$ cat src/rtl/gray_frame_buffer.sv
// Single-frame grayscale buffer: captures N*M bytes from the grayscale stage,
// then streams them out in capture order, one byte per downstream request.
module gray_frame_buffer #(
  parameter int N = 2,
  parameter int M = 2
) (
  input  logic       clk,
  input  logic       rst,
  input  logic       GB_enable,
  input  logic       GS_valid,
  input  logic [7:0] Din,
  input  logic       rd_req,
  output logic [7:0] Dout,
  output logic       GB_valid,
  output logic       full,
  output logic       GB_done,
  output logic       overflow
);
  localparam int F  = N * M;
  localparam int AW = (F > 1) ? $clog2(F) : 1;
  localparam logic [AW-1:0] LAST = AW'(F - 1);
  localparam logic [AW-1:0] ONE  = AW'(1);
  localparam logic [AW-1:0] ZERO = AW'(0);

  typedef enum logic [1:0] {
    IDLE  = 2'd0,
    WRITE = 2'd1,
    READY = 2'd2,
    READ  = 2'd3
  } state_t;

  state_t        state_q, state_d;
  logic [AW-1:0] wp_q, wp_d;
  logic [AW-1:0] rp_q, rp_d;
  logic [7:0]    dout_q, dout_d;
  logic          gb_valid_q, gb_valid_d;
  logic          full_q, full_d;
  logic          gb_done_q, gb_done_d;
  logic          overflow_q, overflow_d;
  logic          mem_we_s;
  logic [7:0]    mem [F];

  // Next-state, pointer and output computation for the capture/readout controller.
  always_comb begin
    state_d    = state_q;
    wp_d       = wp_q;
    rp_d       = rp_q;
    dout_d     = dout_q;
    gb_valid_d = 1'b0;
    gb_done_d  = 1'b0;
    overflow_d = overflow_q;
    mem_we_s   = 1'b0;
    case (state_q)
      IDLE: begin
        rp_d = ZERO;
        if (GB_enable) begin
          // A byte arriving with the enable edge is already part of the frame.
          state_d = WRITE;
          if (GS_valid) begin
            mem_we_s = 1'b1;
            wp_d     = ONE;
          end else begin
            wp_d = ZERO;
          end
        end else begin
          state_d = IDLE;
          wp_d    = ZERO;
        end
      end
      WRITE: begin
        if (!GB_enable) begin
          state_d = IDLE;
          wp_d    = ZERO;
          rp_d    = ZERO;
        end else if (GS_valid) begin
          mem_we_s = 1'b1;
          if (wp_q == LAST) begin
            state_d = READY;
            wp_d    = ZERO;
          end else begin
            wp_d = wp_q + ONE;
          end
        end else begin
          wp_d = wp_q;
        end
      end
      READY, READ: begin
        // Bytes arriving while a frame is held are dropped and flagged.
        overflow_d = overflow_q | GS_valid;
        if (!GB_enable) begin
          state_d = IDLE;
          wp_d    = ZERO;
          rp_d    = ZERO;
        end else if (rd_req) begin
          dout_d     = mem[rp_q];
          gb_valid_d = 1'b1;
          if (rp_q == LAST) begin
            state_d   = IDLE;
            rp_d      = ZERO;
            gb_done_d = 1'b1;
          end else begin
            state_d = READ;
            rp_d    = rp_q + ONE;
          end
        end else begin
          state_d = state_q;
        end
      end
      default: begin
        state_d = IDLE;
        wp_d    = ZERO;
        rp_d    = ZERO;
      end
    endcase
    full_d = (state_d == READY) || (state_d == READ);
  end

  // Controller state and registered outputs.
  always_ff @(posedge clk or posedge rst) begin
    if (rst) begin
      state_q    <= IDLE;
      wp_q       <= ZERO;
      rp_q       <= ZERO;
      dout_q     <= 8'h00;
      gb_valid_q <= 1'b0;
      full_q     <= 1'b0;
      gb_done_q  <= 1'b0;
      overflow_q <= 1'b0;
    end else begin
      state_q    <= state_d;
      wp_q       <= wp_d;
      rp_q       <= rp_d;
      dout_q     <= dout_d;
      gb_valid_q <= gb_valid_d;
      full_q     <= full_d;
      gb_done_q  <= gb_done_d;
      overflow_q <= overflow_d;
    end
  end

  // Frame storage; contents are only meaningful once a frame has been captured.
  always_ff @(posedge clk) begin
    if (mem_we_s) begin
      mem[wp_q] <= Din;
    end
  end

  assign Dout     = dout_q;
  assign GB_valid = gb_valid_q;
  assign full     = full_q;
  assign GB_done  = gb_done_q;
  assign overflow = overflow_q;
endmodule

$ cat config.mk
export PLATFORM = sky130hd
export DESIGN_NAME = gray_frame_buffer
export DESIGN_NICKNAME = d
export VERILOG_FILES = /design/src/rtl/gray_frame_buffer.sv
export SDC_FILE = /design/constraint.sdc
export NUM_CORES = 1
export LEC_CHECK = 0
export CAP_MARGIN = 0
export CORE_MARGIN = 10
export CORE_UTILIZATION = 45
export DETAILED_ROUTE_END_ITERATION = 12
export GPL_TIMING_DRIVEN = 0
export HOLD_SLACK_MARGIN = 0.02
export PLACE_DENSITY = 0.67
export SYNTH_ARGS = -nofsm -noshare
export SYNTH_HDL_FRONTEND = slang
export SYNTH_SLANG_ARGS = --single-unit
$ cat constraint.sdc
create_clock -name clk -period 2.87 [get_ports clk]
set_input_delay 0.861 -clock clk [delete_from_list [all_inputs] [get_ports clk]]
set_output_delay 0.861 -clock clk [all_outputs]
set_load 0.05 [all_outputs]
==> results of run 1 <==
## area by class of cell
type / count / share of cell area
Timing Repair Buffer: 24 / 0.1005
Clock inverter: 3 / 0.01675
Sequential cell: 50 / 0.5906
Buffer: 4 / 0.009948
Multi-Input combinational cell: 53 / 0.2199
Tap cell: 52 / 0.02723
Inverter: 4 / 0.006283
Clock buffer: 5 / 0.02880
## cells in the mapped netlist, drive strengths merged (4+ instances only)
| library cell | n |
|---|---|
| nor2b | 4 |
| ha | 5 |
| o21ai | 6 |
| dfrtp | 18 |
| edfxtp | 32 |
| inv | 4 |
| and3 | 5 |
| mux2 | 8 |
| nand3 | 4 |
| a21boi | 6 |
| mux4 | 8 |
## worst min-delay path by stage
stage	to	depth (start not counted)
after floorplan	wp_q[1]	2
after global placement	overflow	1
after detailed placement	overflow	1
after CTS	overflow	1
after global routing	overflow	1
final	overflow	1
## metrics by stage
step	utilization	cells	area, sq um
6_report	0.5565	195	2390
5_1_grt	0.5565	195	2390
4_1_cts	0.5565	195	2390
3_5_place_dp	0.5312	187	2281
3_3_place_gp	0.5312	187	2281
2_1_floorplan	-	111	1976
## registers in the layout, indices dropped and copies added, names as in the netlist
register,count
Dout,8
mem,32
state_q,2
GB_valid,1
full,1
overflow,1
GB_done,1
wp_q,2
rp_q,2
## where the power goes
group	internal (uW)	switching [uW]	total, uW	leakage [uW]
logic	32.0	39.3	71.3	0.000329
clock network	256	216	472	0.0000579
registers	781	5.98	787	0.000538
## cell usage in the layout, fill, tap and decap left out
cell type	netlist	layout
sky130_fd_sc_hd__clkinv_2	0	2
sky130_fd_sc_hd__nand2_1	1	1
sky130_fd_sc_hd__clkbuf_1	2	2
sky130_fd_sc_hd__and2_1	2	2
sky130_fd_sc_hd__nor2_1	1	1
sky130_fd_sc_hd__a21boi_0	6	6
sky130_fd_sc_hd__clkdlybuf4s50_1	0	24
sky130_fd_sc_hd__a21o_1	1	1
sky130_fd_sc_hd__buf_2	1	1
sky130_fd_sc_hd__nand3b_1	1	1
sky130_fd_sc_hd__mux2_2	8	8
sky130_fd_sc_hd__nand3_1	4	4
sky130_fd_sc_hd__clkbuf_8	0	5
sky130_fd_sc_hd__dfrtp_1	18	18
sky130_fd_sc_hd__bufinv_16	0	1
sky130_fd_sc_hd__o21ai_0	6	6
sky130_fd_sc_hd__ha_1	5	5
sky130_fd_sc_hd__edfxtp_1	32	32
sky130_fd_sc_hd__nand2b_1	1	1
sky130_fd_sc_hd__inv_1	4	4
sky130_fd_sc_hd__and3_1	5	5
sky130_fd_sc_hd__nor2b_1	4	4
sky130_fd_sc_hd__buf_6	1	1
sky130_fd_sc_hd__mux4_2	8	8
## logic make-up (layout without fill, tap and decap cells)
group	count (synthesis)	in the layout
flops	50	50
simple gates	19	19
mux	16	16
compound gates	13	13
buf+inv	8	40
fa+ha+maj	5	5
## worst register-to-register path, stage by stage, from the launching register on
cell	delay, ns
sky130_fd_sc_hd__dfrtp_1	0.38
sky130_fd_sc_hd__buf_2	0.18
sky130_fd_sc_hd__nor2b_1	0.34
sky130_fd_sc_hd__and3_1	0.50
## layer usage
metal	global-route usage	part of all wire	vias up
met1	0.1102	0.40	526
met2	0.1717	0.52	39
met3	0.03752	0.064	5
met4	0.03535	0.014	0
li1	-	-	481
met5	0	0	-
==> flow_results.org, run 1 <==
** Power
- Power consumption :: 1330 uW
- The worst-case IR drop observed on VDD is 0.4321 mV.
- In this run the static leakage power is 0.0009255 uW.
- Pwr dens :: 556.7 nW/um^2

** Clocking
- After clock tree synthesis, the clock-pin slew on the worst setup and hold paths is 0.08 ns.
- Maximum root-to-sink buffer count :: 2
- Number of H-tree levels :: 2
- Gates resized during post-CTS repair numbered 0.
- Clock network latency to the later pin of the worst-skew pair :: 0.30 ns
- The tree is rooted in a sky130_fd_sc_hd__clkbuf_8.
- Hold repair after CTS inserted 0 buffers.
- TritonCTS built the clock tree.
- Inserted Clock Buffers :: 5
- Number of clock sinks :: 50
- Count of buffers added by post-CTS timing repair for setup :: 0

** Synth
- Of the total synthesized cell area, the portion taken by full adders, half adders and majority gates is 0.03167.
- Top-area cell type share of the netlist area :: 0.4864
- Average cell area after synthesis :: 17.80 sq um
- Post-synthesis sequential element count :: 50
- Post-synthesis compound-gate area fraction :: 0.04180
- Largest family of logic cells by synthesized area :: multiplexers
- After synthesis the cells add up to 1976 sq um.
- After synthesis, the share of cell area in mux cells is 0.1368.
- Synthesis produced a netlist with a net count of 129.
- EDFF count, synth :: 32
- Register area share after synthesis :: 0.7144
- Of the total synthesized cell area, the portion taken by AND, OR, NAND and NOR gates is 0.05573.
- Of the total synthesized cell area, the portion taken by XOR and XNOR cells is 0.
- Top cells by area in the synthesized netlist :: sky130_fd_sc_hd__edfxtp_1 49%, sky130_fd_sc_hd__dfrtp_1 23%, sky130_fd_sc_hd__mux4_2 9.1%, sky130_fd_sc_hd__mux2_2 4.6%, sky130_fd_sc_hd__ha_1 3.2%
- Yosys warning total :: 0
- For this run, the leading register cell type out of synthesis is sky130_fd_sc_hd__edfxtp_1.
- In the synthesized netlist, the number of instances is 111.
- Cell type with the largest total area after synthesis :: sky130_fd_sc_hd__edfxtp_1
- Share of async-settable or async-resettable flops after synthesis :: 0.3600
- In this run, distinct cell masters in the synthesized netlist total 20.

** Floorplan
- Y dimension of the die :: 86.26 microns
- Width of the chip :: 86.26 microns
- Std-Cell Core Area :: 4294 sq um
- Initial Util :: 0.4601
- Die area :: 7441 sq um
- Floorplan row count :: 24
- Count of boundary I/O pins :: 25

** Routing
- Dividing the detail-routed via count by the number of cells gives 5.390.
- Starting DRC count in detailed routing :: 102
- For this run, the detailed router's first-pass iteration total came to 4.
- Post-detailed-route DRC marker count :: 0
- Remaining number of nets flagged by the antenna check after routing :: 0
- Number of vias after detailed routing :: 1051
- After detailed routing, the total wire length is 3389 microns.
- Wire per inst :: 17.38 microns

** Worst setup path
- Critical path endpoint category :: primary output
- Maximum fanout along the worst path :: 2
- In this run the register-to-register setup slack is 1.13 ns.
- Crit path required time :: 2.01 ns
- Critical path depth :: 1
- Counting cells, the worst reg-to-reg path comes to 3.
- The critical path starts at Dout[7].
- Kind of cell adding the most delay to the critical path :: buffers and inverters
- Crit path buffers/inverters :: 1
- The startpoint identified for the worst register-to-register timing path is state_q[1].
- Master of the slowest instance on the critical path :: sky130_fd_sc_hd__clkdlybuf4s50_1
- The critical path ends at Dout[7].
- Category of the most critical setup path :: flop to primary output
- Arrival time of the worst setup path :: 1.48 ns
- The worst setup path is launched from a flop.
- The critical path goes through clkdlybuf4s50_1.
- Reg2reg end :: mem[0][0]
- The largest single stage delay on the critical path is 0.81 ns.

** Timing
- Maximum clock skew at final layout :: 0.006690 ns
- Setup violation total in the final timing report :: 0
- Max_slew headroom :: 0.5139
- The final count of hold timing violations came to 0.
- Final critical delay including setup and external delays :: 2.336 ns
- Worst Max-Slew Pin Slew :: 0.7284 ns
- The total count of max-transition violations in the final report came to 0.
- Maximum achievable frequency :: 0.4281 GHz
- The worst path meets setup with 0.5340 ns of slack.
- Final setup TNS :: 0 ns
- Setup repair after global routing missed its margin :: false
- Worst hold margin :: 0.4866 ns
- In the finished design, the share of the clock period the worst path needs comes to 0.8140.

** Finish
- Layout area overhead :: 20.96%
- In the final layout, the multi-input gates occupy 525.5 sq um.
- The layout has 345 filler cells.
- The sequential cells in the finished layout cover a total of 1411 sq um.
- After the last flow step, the layout net total stands at 160.
- 0 antenna diodes ended up in the layout.
- Of the cells placed in the final design, the portion with a size suffix greater than 1 is 0.1818.

** GRT
- Via count of the first global-routing pass :: 1161
- The number of antenna violations at the first check in global routing was 0.
- After global routing the overflow that remains totals 0.
- The first global-routing pass estimated 5685 microns of wire.
- In the global route stage, overall resource usage came out at 0.09976.
- Entering global routing, the biggest net connects 19 pins.

** Placement
- Summed over all nets, the half-perimeter wirelength after detailed placement is 2349 microns.
- The congestion estimate from routability-driven global placement came to 0.6769.
- Before CTS, the worst setup slack after placement is 0.2787 ns.
- In this run the tool buffered the top-level ports with 24 buffer cells.

** Hold path
- The min-delay analysis places its worst path in the category flop to flop.
- In this run the most critical hold path is launched from overflow.

** Run
- Maximum capacitance violations :: 0

** Run status
- The flow ran to the end, and the final reports show no timing, DRC or antenna violations.
Power figures use the tool's default switching activity.
==> run 2, diff against run 1 <==
Settings changed: PLACE_DENSITY 0.67 to 0.7.
Clock period 2.87 ns to 1.93 ns, I/O delays scaled along.
==> run 2 against run 1 <==
Net effect: final cell count unchanged; sequential share of layout area up 0.12 points; worst setup slack worse by 0.43 ns; critical path depth up 2; die area unchanged; combinational power up 44%; clock skew down 0.00061 ns; count of clock-buffer cells in the layout unchanged; non-clock buffer count unchanged; routed wire length up 2.3%; register-to-register slack worse by 0.80 ns; worst hold slack worse by 0.020 ns; critical endpoint is now mem[0][2]; largest cell class unchanged.
==> flow_results.org, run 2 (synthesis gave the netlist of run 1 again) <==
** Run status
- The run finished with clean final reports.

** Finish
- Number of nets at the end of the flow :: 160
- Number of flip-flops in the largest register :: 32
- Largest register by flop count :: mem
- Multi-input logic area :: 535.5 sq um
- In the layout the commonest cells are 32 x sky130_fd_sc_hd__edfxtp_1, 18 x sky130_fd_sc_hd__dfrtp_1, 12 x sky130_fd_sc_hd__clkdlybuf4s50_1, 12 x sky130_fd_sc_hd__dlygate4sd2_1.
- Fraction of final layout cells sized beyond drive strength 1 :: 0.2168
- Summing all non-filler instances in the final layout gives an area of 2385 sq um.
- The number of antenna diodes in the final layout is 0.
- Counting the fill cells in the layout gives 346.
- Layout area overhead :: 20.71%
- The library cell used most frequently in the layout, excluding fill and tap cells, is sky130_fd_sc_hd__edfxtp_1.
- The finished layout holds 195 standard cells, fillers aside.
- Registers take 1411 sq um.

** Clocking
- Count of buffers added by post-CTS timing repair for setup :: 0
- Clock tree synthesis selected as its root buffer the cell sky130_fd_sc_hd__clkbuf_8.
- Maximum root-to-sink buffer count :: 2
- Clock-pin slew on the worst setup and hold paths :: 0.08 ns
- Number of gates resized after cts :: 16
- Number of clock sinks :: 50
- Inserted Clock Buffers :: 5
- TritonCTS built the clock tree.
- Number of H-tree levels :: 2
- Hold Buf Count CTS :: 0
- For the worst-skew pair, the clock arrives at the later sink with an insertion delay of 0.30 ns.

** Timing
- Final critical delay including setup and external delays :: 1.826 ns
- Setup repair after global routing left no endpoint under its margin.
- Headroom to the max-slew limit came out at 0.5195.
- The total count of max-transition violations in the final report was 0.
- Across the routed clock network, the largest skew measured is 0.006076 ns.
- Setup violations remaining at the end of the flow were counted as 0.
- The final count of hold timing violations is 0.
- In the finished design, the share of the clock period the worst path needs comes to 0.9460.
- At the pin with the least slew margin, the transition time is 0.7200 ns.
- Timing would allow up to 0.5477 GHz.

** Hold path
- The worst hold path belongs to the class flop to flop.
- Worst Hold End :: overflow
- Along the worst hold path, the cell count comes to 1.
- Worst min-delay path startpoint :: overflow

** Power
- Summed over all cells, the static leakage comes to 0.0009811 uW.
- Power spread over the standard cell area amounts to 830.5 nW/um^2.
- Across the VDD grid, the largest voltage drop is 0.4730 mV.

** Worst setup path
- STA classifies the critical path startpoint as an input pin.
- Along the worst path, the maximum fanout reaches 8.
- Slowest stage delay, CP :: 0.50 ns
- The worst register-to-register path begins at state_q[1].
- Depth of the most critical reg-to-reg path :: 3
- Category of the most critical setup path :: input pin to flop
- Arrival time of the worst setup path :: 1.81 ns
- Critical path endpoint category :: flop
- Register-to-register setup slack :: 0.33 ns
- On the critical path, the stage with the largest delay is an instance of sky130_fd_sc_hd__clkdlybuf4s50_1.
- Series of cell instances along the critical path :: clkdlybuf4s50_1, nor2b_1, and3_2
- For the worst setup path, the data required time is 1.92 ns.
- Reg2reg end :: mem[0][2]

** Floorplan
- The initialized floorplan defines 24 standard-cell rows.
- The core region is 4294 sq um.
- The die covers 7441 sq um.
- The die is 86.26 microns wide.
- Count of boundary I/O pins :: 25
- Initial Util :: 0.4601
- Y dimension of the die :: 86.26 microns

** GRT
- For this run the aggregate overflow at the end of global routing stands at 0.
- Total routing resource utilization after global routing :: 0.1011
- Entering global routing, the biggest net connects 19 pins.
- Via count of the first global-routing pass :: 1116
- Number of antenna violations at the first check in global routing :: 0
- The first global-routing pass estimated 5720 microns of wire.

** Routing
- Dividing the detail-routed wire length by the instance count gives 17.78 microns.
- Remaining number of nets flagged by the antenna check after routing :: 0
- Post-detailed-route DRC marker count :: 0
- The routed design has 3468 microns of wire.
- Wire length on met3 :: 122 microns
- In the final routing, the length of wire on met1 measures 1344 microns.
- Number of detailed-routing iterations run before antenna repair :: 3
- Top Metal Used :: met4
- Met2 wirelength from detailed routing :: 1925 microns
- Across all layers, the routed design uses 1044 vias.
- Via density per instance :: 5.354
- Starting DRC count in detailed routing :: 42

** Run
- Across the run, the number of max-cap violations was 0.

** Placement
- Area post-placement :: 2281 sq um
- The congestion estimate from routability-driven global placement came to 0.7334.
- Detailed placement finished with a half-perimeter wire length of 2376 microns.
- Buffers placed on the I/O ports in this run total 24.
- In this run, placement finished with an instance count of 187.
[run 2: cell types whose count changed in the layout (fill, tap and decap cells not counted), sizes merged]
cell,previous run,this run
clkdlybuf4s50,24,12
dlygate4sd2,0,12
[run 2: layer usage]
metal,track usage,up-vias
met5,0,-
met4,0.04860,0
met3,0.03283,6
met2,0.1785,16
met1,0.1060,540
li1,-,482
[run 2: through the flow]
step	setup WS (ns)	hold WS (ns)	total power, uW	utilization	setup TNS, ns
floorplan	0.4073	0.5176	1244	-	0
global placement	-0.3601	0.4406	1295	0.5312	-12.80
detailed placement	-0.3655	0.4628	1301	0.5312	-13.16
CTS	0.08692	0.4773	2006	0.5542	0
global route	0.04184	0.4923	2057	0.5554	0
finish	0.1042	0.4663	1980	0.5554	0
[run 2: worst max-delay path by stage]
stage,from,to,slack [ns],depth (start not counted)
after floorplan,GS_valid,mem[0][0],0.41,2
after global placement,GS_valid,mem[3][1],-0.36,3
after detailed placement,GS_valid,mem[2][1],-0.37,3
after CTS,rd_req,Dout[4],0.09,3
after global routing,GS_valid,mem[1][0],0.04,3
final,GS_valid,mem[0][2],0.10,3
[run 2: critical path: cells and delay by family]
kind	cells	cell delay (ns)
and+or+nand+nor	2	0.73
buffers and inverters	1	0.50
[run 2: cell type report]
type                    instances  area share
plain buffers                   4    0.009969
clock buffers                   5     0.02886
flip-flops and latches         50      0.5918
clock inverters                 3     0.01679
repair buffers                 24     0.09444
multi-input cells              53      0.2246
well taps                      52     0.02728
inverters                       4    0.006296
[run 2: power by group]
part / total, uW / internal [uW] / switching, uW
sequential: 1170 / 1160 / 8.92
clock: 707 / 381 / 326
combinational: 103 / 44.8 / 58.4
==> run 3, diff against run 2 <==
Settings changed: CTS_CLUSTER_DIAMETER set to 50, PLACE_DENSITY 0.7 to 0.78.
==> run 3 against run 2 <==
Net effect: fmax grew 1.1%; count of clock-buffer cells in the layout grew 1; die area is the same; global-route usage grew 0.055 points; sequential share of layout area grew 0.63 points; worst hold slack lost 0.0076 ns; non-clock buffer count is the same.
==> flow_results.org, run 3 (synthesis gave the netlist of run 1 again) <==
** Clocking
- Root buffer selected by CTS :: sky130_fd_sc_hd__clkbuf_8
- Inserted Clock Buffers :: 5
- The H-tree generated during clock tree synthesis spans 2 levels.
- The clock drives 50 sinks.
- After clock tree synthesis, the flow added hold-fix buffers numbering 0.
- Counting along the longest clock path gives a buffer depth of 2.
- Clock network latency to the later pin of the worst-skew pair :: 0.30 ns
- After clock tree synthesis, the clock-pin slew on the worst setup and hold paths is 0.08 ns.
- Count of buffers added by post-CTS timing repair for setup :: 0
- In this run, post-CTS repair resized a total of 16 instances.
- Clock tree from TritonCTS :: done

** Finish
- 0 antenna diodes ended up in the layout.
- Fin util :: 0.5495
- Fraction of final layout cells sized beyond drive strength 1 :: 0.2098
- The register with the most flip-flops in the layout has 32 of them.
- Count of non-filler cells in the finished layout :: 195
- The register with the most flip-flops in the final layout is mem.
- Layout area overhead :: 19.44%
- Fill cells in the final layout number 334.
- After the last flow step, the layout net total stands at 160.
- Leaving out fill and tap cells, the most frequent cell in the layout is sky130_fd_sc_hd__edfxtp_1.
- Leading cell types in the layout, fill and taps excluded :: 32 x sky130_fd_sc_hd__edfxtp_1, 18 x sky130_fd_sc_hd__dfrtp_1, 12 x sky130_fd_sc_hd__clkdlybuf4s50_1, 12 x sky130_fd_sc_hd__dlygate4sd2_1

** Floorplan
- Initial Util :: 0.4601
- Y dimension of the die :: 86.26 microns
- Floorplan row count :: 24
- For this design the top-level I/O count stands at 25.
- Width of the chip :: 86.26 microns
- Std-Cell Core Area :: 4294 sq um
- The floorplan step defined a die boundary enclosing 7441 sq um.

** Worst setup path
- Master of the slowest instance on the critical path :: sky130_fd_sc_hd__clkdlybuf4s50_1
- Critical path endpoint category :: flop
- STA classifies the critical path startpoint as an input pin.
- Arrival time of the worst setup path :: 1.99 ns
- For this run, the slowest stage of the critical path takes 0.57 ns.
- Maximum fanout along the worst path :: 9
- The critical path is of the input pin to flop type.
- Crit path required time :: 2.12 ns
- Traced cell by cell, the critical path runs through clkdlybuf4s50_1, nand3_1, mux2_2.

** Hold path
- Worst Hold Class :: flop to flop

** Placement
- Gp weighted congestion :: 0.7425
- Port buffer count :: 24
- Once placement completed, the tool counted placed cells totaling 187.
- DPL Wire Length :: 2530 microns
- Timing analysis after detailed placement gives a worst setup slack of -0.3988 ns.

** GRT
- Leftover overflow at the end of global routing :: 0
- First-pass GRT wire length :: 5754 microns
- Via count of the first global-routing pass :: 1149
- The number of antenna violations at the first check in global routing was 0.
- Total routing resource utilization after global routing :: 0.1017
- Entering global routing, the biggest net connects 19 pins.

** Power
- In this run the static leakage power is 0.0009694 uW.
- Pwr dens :: 787.8 nW/um^2
- Peak supply drop :: 0.5630 mV

** Timing
- Across all hold checks on the routed design, the worst slack comes to 0.4587 ns.
- Setup violation total in the final timing report :: 0
- In this run the tightest slew margin relative to its limit is 0.5139.
- The final count of hold timing violations is 0.
- Across all setup checks in the final design, the least slack found is 0.1233 ns.
- Setup repair after global routing missed its margin :: false
- Based on the critical path, the design can be clocked at up to 0.5535 GHz.
- Worst Max-Slew Pin Slew :: 0.7284 ns
- In the final timing run, aggregate negative setup slack is 0 ns.
- Final critical delay including setup and external delays :: 1.807 ns
- Of the available clock period, the critical path in the final layout requires 0.9361.
- Maximum clock skew at final layout :: 0.004224 ns
- The total count of max-transition violations in the final report was 0.

** Routing
- Wire per inst :: 18.32 microns
- Via density per instance :: 5.364
- For this run, design rule violations remaining after detail routing come to 0.
- For this run, the detailed router's first-pass iteration total came to 4.
- The final layout contains routed wiring with a total length of 3572 microns.
- Starting DRC count in detailed routing :: 125
- The detailed router placed 1046 vias in this run.
- The detail route stage leaves a number of antenna-violating nets equal to 0.

** Run status
- Status :: complete, no violations

** Run
- Maximum capacitance violations :: 0
## run 3: cell types whose count changed in the layout (fill, tap and decap cells not counted), sizes merged
cell / previous run / this run
bufinv: 1 / 0
clkbuf: 7 / 8
## run 3: power breakdown
part           switching, uW  internal (uW)  total [uW]
registers               9.07           1160        1170
clock network            328            256         584
logic                   59.2           44.9         104
## run 3: layout make-up
type | instances | area (sq um) | area share
inverters | 4 | 15.01 | 0.006363
flip-flops and latches | 50 | 1411 | 0.5981
clock inverters | 2 | 13.76 | 0.005832
clock buffers | 6 | 72.57 | 0.03075
well taps | 52 | 65.06 | 0.02757
plain buffers | 4 | 23.77 | 0.01007
repair buffers | 24 | 225.2 | 0.09544
multi-input cells | 53 | 533.0 | 0.2259
## run 3: layer usage
metal  track usage  up-vias  routed length (microns)
met2        0.1717       34                     1867
met3       0.04690        5                      244
li1              -      479                        -
met1        0.1099      528                     1414
met4       0.03535        0                       46
met5             0        -                        0
## run 3: path summary, 6_finish.rpt
kind	from	slack, ns	endpoint	cells past startpoint
min in group asynchronous	rst	0.71	Dout[6]	2
worst max register to register	rp_q[1]	0.37	Dout[2]	3
worst min-delay path	overflow	0.46	overflow	1
worst min register to register	overflow	0.46	overflow	1
worst max-delay path	rd_req	0.12	Dout[1]	3
max in group asynchronous	rst	0.76	wp_q[0]	2
## run 3: per-stage QoR
step | power, uW | instance area, sq um
3_5_place_dp | 1303 | 2281
3_3_place_gp | 1294 | 2281
4_1_cts | 1878 | 2357
2_1_floorplan | 1244 | 1976
6_report | 1859 | 2360
5_1_grt | 1942 | 2360
## run 3: critical path, delay by kind of cell
family | cells | cell delay (ns)
mux | 1 | 0.43
simple gates | 1 | 0.41
buf+inv | 1 | 0.57
